===== config.mk =====
export PLATFORM = sky130hd
export DESIGN_NAME = branch_predictor
export DESIGN_NICKNAME = d
export VERILOG_FILES = /design/src/rtl/branch_predictor.sv
export SDC_FILE = /design/constraint.sdc
export NUM_CORES = 2
export LEC_CHECK = 0
export CAP_MARGIN = 5
export CORE_AREA = 2 2 291 581
export DETAILED_ROUTE_END_ITERATION = 12
export DIE_AREA = 0 0 293 583
export HOLD_SLACK_MARGIN = 0.08
export SYNTH_ARGS = -nofsm -noshare
export SYNTH_HDL_FRONTEND = slang
export SYNTH_SLANG_ARGS = --single-unit
export TNS_END_PERCENT = 30

===== constraint.sdc =====
create_clock -name clk -period 4.2 [get_ports clk]
set_input_delay 0.63 -clock clk [delete_from_list [all_inputs] [get_ports clk]]
set_output_delay 0.63 -clock clk [all_outputs]
set_load 0.02 [all_outputs]

===== src/rtl/branch_predictor.sv =====
// Fetch-side gshare predictor: 2-bit PHT indexed by PC ^ GHR plus a direct-mapped BTB.
// Optional statistics counters are generated only when BP_STATS_EN is defined.
module branch_predictor #(
  parameter int unsigned PHT_IDX_W = 8,
  parameter int unsigned BTB_IDX_W = 4
) (
  input  logic                 clk,
  input  logic                 rst,
  input  logic [31:0]          F_PC,
  output logic                 F_pred_taken,
  output logic [PHT_IDX_W-1:0] F_pht_idx,
  output logic                 F_btb_hit,
  output logic [31:0]          F_btb_target,
  output logic [31:0]          F_next_pc,
  input  logic                 ex_update_en,
  input  logic                 ex_actual_taken,
  input  logic [31:0]          ex_pc,
  input  logic [31:0]          ex_actual_target,
  input  logic [PHT_IDX_W-1:0] ex_pht_idx,
  input  logic                 redirect_valid,
  output logic [31:0]          stat_updates,
  output logic [31:0]          stat_mispredicts
);

  localparam int unsigned PhtEntries = 2 ** PHT_IDX_W;
  localparam int unsigned BtbEntries = 2 ** BTB_IDX_W;
  localparam int unsigned TagW       = 32 - BTB_IDX_W - 2;

  logic [1:0]           pht_q   [PhtEntries];
  logic                 valid_q [BtbEntries];
  logic [TagW-1:0]      tag_q   [BtbEntries];
  logic [31:0]          tgt_q   [BtbEntries];
  logic [PHT_IDX_W-1:0] ghr_q;

  logic [PHT_IDX_W-1:0] lk_idx;
  logic [BTB_IDX_W-1:0] lk_set;
  logic [TagW-1:0]      lk_tag;
  logic [BTB_IDX_W-1:0] up_set;
  logic [TagW-1:0]      up_tag;
  logic [1:0]           pht_cur;
  logic [1:0]           pht_nxt;

  // Lookup: purely combinational, sees pre-update table and history state.
  always_comb begin
    lk_idx       = F_PC[PHT_IDX_W+1:2] ^ ghr_q;
    lk_set       = F_PC[BTB_IDX_W+1:2];
    lk_tag       = F_PC[31:BTB_IDX_W+2];
    F_pht_idx    = lk_idx;
    F_btb_hit    = valid_q[lk_set] && (tag_q[lk_set] == lk_tag);
    F_btb_target = F_btb_hit ? tgt_q[lk_set] : 32'h0;
    F_pred_taken = pht_q[lk_idx][1] & F_btb_hit;
    F_next_pc    = F_pred_taken ? F_btb_target : F_PC + 32'd4;
  end

  always_comb begin
    up_set  = ex_pc[BTB_IDX_W+1:2];
    up_tag  = ex_pc[31:BTB_IDX_W+2];
    pht_cur = pht_q[ex_pht_idx];
    pht_nxt = pht_cur;
    if (ex_actual_taken && pht_cur != 2'b11) begin
      pht_nxt = pht_cur + 2'b01;
    end else if (!ex_actual_taken && pht_cur != 2'b00) begin
      pht_nxt = pht_cur - 2'b01;
    end
  end

  always_ff @(posedge clk or negedge rst) begin
    if (!rst) begin
      for (int unsigned i = 0; i < PhtEntries; i++) pht_q[i] <= 2'b01;
    end else if (ex_update_en) begin
      pht_q[ex_pht_idx] <= pht_nxt;
    end
  end

  always_ff @(posedge clk or negedge rst) begin
    if (!rst) begin
      for (int unsigned i = 0; i < BtbEntries; i++) begin
        valid_q[i] <= 1'b0;
        tag_q[i]   <= '0;
        tgt_q[i]   <= '0;
      end
    end else if (ex_update_en && ex_actual_taken) begin
      valid_q[up_set] <= 1'b1;
      tag_q[up_set]   <= up_tag;
      tgt_q[up_set]   <= ex_actual_target;
    end
  end

  // History is non-speculative: shifts only on resolved updates.
  always_ff @(posedge clk or negedge rst) begin
    if (!rst) begin
      ghr_q <= '0;
    end else if (ex_update_en) begin
      ghr_q <= {ghr_q[PHT_IDX_W-2:0], ex_actual_taken};
    end
  end

`ifdef BP_STATS_EN
  logic [31:0] stat_upd_q;
  logic [31:0] stat_mis_q;
  logic        unused_addr_bits;

  always_ff @(posedge clk or negedge rst) begin
    if (!rst) begin
      stat_upd_q <= '0;
      stat_mis_q <= '0;
    end else if (ex_update_en) begin
      if (stat_upd_q != 32'hFFFF_FFFF) stat_upd_q <= stat_upd_q + 32'd1;
      if (redirect_valid && stat_mis_q != 32'hFFFF_FFFF) stat_mis_q <= stat_mis_q + 32'd1;
    end
  end

  assign stat_updates     = stat_upd_q;
  assign stat_mispredicts = stat_mis_q;
  assign unused_addr_bits = ^{F_PC[1:0], ex_pc[1:0]};
`else
  logic unused_addr_bits;

  assign stat_updates     = 32'h0;
  assign stat_mispredicts = 32'h0;
  assign unused_addr_bits = ^{F_PC[1:0], ex_pc[1:0], redirect_valid};
`endif

endmodule


==> metrics <==
status=finished, violations left; violated checks=setup timing; maximum vdd drop=0.000401 V; # DRC=0; largest net degree at the start of global routing=129; H-Tree Depth=4; main combinational cell family by area after synthesis=multiplexers; dpl hpwl=155000 um; Slew Viols, Final=0; IO Pins=247; clock skew=0.0289 ns; Final Cycle Share=1.21; initial antenna violation count=18; Core Footprint=0.166 sq mm; post-synth top area share=0.424; slew margin rel.=0.390; clk buf depth=4; area leader, netlist=dfrtp_1; Placed Instances=7792; Util after Layout=0.509; CP startpoint kind=flip-flop; Post-Synth Adder-Cell Area=0.000527; clk sinks=1464; Final Hold Viols=0; final worst slack=-0.871 ns; Pre-antenna DRT Iters=5; GRT overflow=0; die width=293 um; FMAX=0.197 GHz; Post-synth EDFFs=0; share of synthesized registers carrying an async set or reset=1.00; final worst path period need=5.07 ns; WL per Instance=27.7 um; layout cell share with drive strength beyond 1=0.487; P_sw=10.4 mW; Root Buffer Master=clkbuf_16; Worst Hold Class=reg2reg; number of global-route vias before repair=50229; Synth cell types=68; fin cells=8079; RSZ-0062 raised after global routing=yes; WS Path Type=reg2out; PortBufs=179; Yosys reg bits=1464; Die Ht=583 um; Post-Syn Area=0.0713 sq mm; crit end category=output port; Critical Path AT=4.44 ns; XOR/XNOR share of the synthesized area=0.00651; Clock transition at path regs=0.07 ns; Main synth FF type=dfrtp_1; Lkg Pwr=35.9 nW; area grow syn2layout=18.8%; Clk pwr share=0.353; Synth Area per Inst=13.4 sq um; die area=0.171 sq mm; Seq pwr share=0.452; vias=46623; mux cell area share after synthesis=0.312; crit-path max FO=8; via-per-instance ratio=5.77; Yosys warning count=0; gpl congestion=0.976; Max Cap Viol=0; nets@finish=5941; Num CTS Buffers=146; final setup violation count=65; Post-Synth Simple-Gate Area=0.0659; total power=38.4 mW; Initial Utilization=0.429; CTS tree=yes; pin slew with the least headroom to its limit=0.915 ns; Logic pwr share=0.195; synth top area cells=dfrtp_1 (42%), mux2_2 (16%), mux4_2 (15%); Total Routing Usage GR=0.264; critical path required time=3.57 ns; row count=212; sw frac=0.271; final WL=224000 um; Syn Inst Count=5315; initial drt markers=3008; Final ANT Viol Nets=0; sequential share of the synthesized area=0.519; P_int=28.0 mW; compound-cell area share of the yosys netlist=0.0606; worst skew pair latency=0.75 ns; pwr dens=453 mW/mm^2; first-pass GRT wire length=333000 um; Hold WS=0.462 ns
worst paths after layout:
check | startpoint | endpoint | slack, ns | cells past startpoint
worst max-delay path | ghr_q[0]$_DFFE_PN0P_ | F_next_pc[27] | -0.87 | 16
worst min-delay path | pht_q[338]$_DFFE_PN1P_ | pht_q[338]$_DFFE_PN1P_ | 0.46 | 2
worst max register to register | pht_q[85]$_DFFE_PN0P_ | pht_q[244]$_DFFE_PN1P_ | 0.22 | 15
worst min register to register | pht_q[338]$_DFFE_PN1P_ | pht_q[338]$_DFFE_PN1P_ | 0.46 | 2
max in group asynchronous | rst | pht_q[405]$_DFFE_PN0P_ | 2.32 | 3
min in group asynchronous | rst | tgt_q[257]$_DFFE_PN0P_ | 0.48 | 2
power by group through the flow:
| stage | combinational (mW) | sequential [mW] | clock (mW) |
|---|---|---|---|
| after floorplan | 4.55 | 17.1 | 0 |
| after global placement | 7.15 | 17.5 | 0 |
| after detailed placement | 7.29 | 17.6 | 0 |
| after CTS | 7.41 | 17.3 | 13.8 |
| after global routing | 7.94 | 17.6 | 14.3 |
| final | 7.49 | 17.4 | 13.5 |
cells in the final DEF, fill, tap and decap left out, drive strengths merged, types with 30 or more instances in the layout:
master / count
dfrtp: 1208
mux2: 981
nand2: 883
buf: 629
o21ai: 522
mux4: 465
dfstp: 256
clkbuf: 210
clkdlybuf4s50: 105
nor2: 69
mux2i: 68
conb: 64
nor2b: 43
xnor2: 37
nand3: 36
clkinv: 30
sequential cells by signal, summed over array words and instances (netlist names):
name	cells
tgt_q	512
ghr_q	8
valid_q	16
pht_q	512
tag_q	416
worst max-delay path: stages, from the launching register on:
cell,delay [ns]
dfrtp_2,0.47
xnor2_4,0.22
clkinv_4,0.12
buf_12,0.14
clkbuf_16,0.16
buf_4,0.13
mux4_2,0.41
nand2_1,0.08
nand3_1,0.28
a21oi_1,0.31
nor4_2,0.09
a211oi_4,0.40
buf_6,0.21
nor2_4,0.06
clkbuf_16,0.17
mux2_2,0.27
buf_2,0.16
cell families after synthesis:
family,count (synthesis)
mux,1514
buf+inv,494
other cells,1
simple gates,1137
fa+ha+maj,3
xor+xnor,53
flops,1464
compound gates,649
repair_timing:
| item | CTS | global route |
|---|---|---|
| cloned | 1 | 4 |
| hold buffers | 1 | 0 |
| setup endpoints to repair | 66 | 69 |
| endpoints found under the hold margin | 93 | 0 |
| pin swaps | 8 | 11 |
| setup buffers | 8 | 19 |
| gates resized for setup | 254 | 54 |
synth_stat cells, types with 23 or more instances:
cell and n:
o21ai_0 205, buf_1 51, nor2b_1 43, nand2b_1 23, mux2_2 981, buf_2 65, mux4_2 459, xnor2_1 37
mux2i_1 68, nor2_1 67, nor3_1 29, o21ai_1 109, o21ai_2 208, dfstp_2 256, nand2_1 882, nand3_1 36
dfrtp_1 1208, buf_4 77, clkbuf_1 246
metrics by stage:
| step | setup TNS, ns | worst slack [ns] | cell area [sq um] |
|---|---|---|---|
| floorplan | 0 | 0.00524 | 71500 |
| global placement | -362.12 | -1.68 | 79300 |
| detailed placement | -370.98 | -1.69 | 79300 |
| CTS | -35.76 | -0.938 | 84300 |
| global route | -38.19 | -0.905 | 84700 |
| finish | -31.50 | -0.871 | 84700 |
routing by layer:
layer | GRT usage | routed length [um]
met5 | 0 | 90
met4 | 0.154 | 15400
met3 | 0.0413 | 10600
met2 | 0.481 | 119000
met1 | 0.289 | 78900
final cells by class:
| class | count | area, sq um |
|---|---|---|
| Antenna cell | 7 | 17.5 |
| Clock buffer | 202 | 4200 |
| Clock inverter | 49 | 642 |
| Fill cell | 14229 | 81600 |
| Inverter | 24 | 97.6 |
| Multi-Input combinational cell | 3421 | 32500 |
| Sequential cell | 1464 | 37000 |
| Tap cell | 2140 | 2680 |
| Timing Repair Buffer | 772 | 7610 |
No activity file was read; power rests on OpenSTA's default activity.
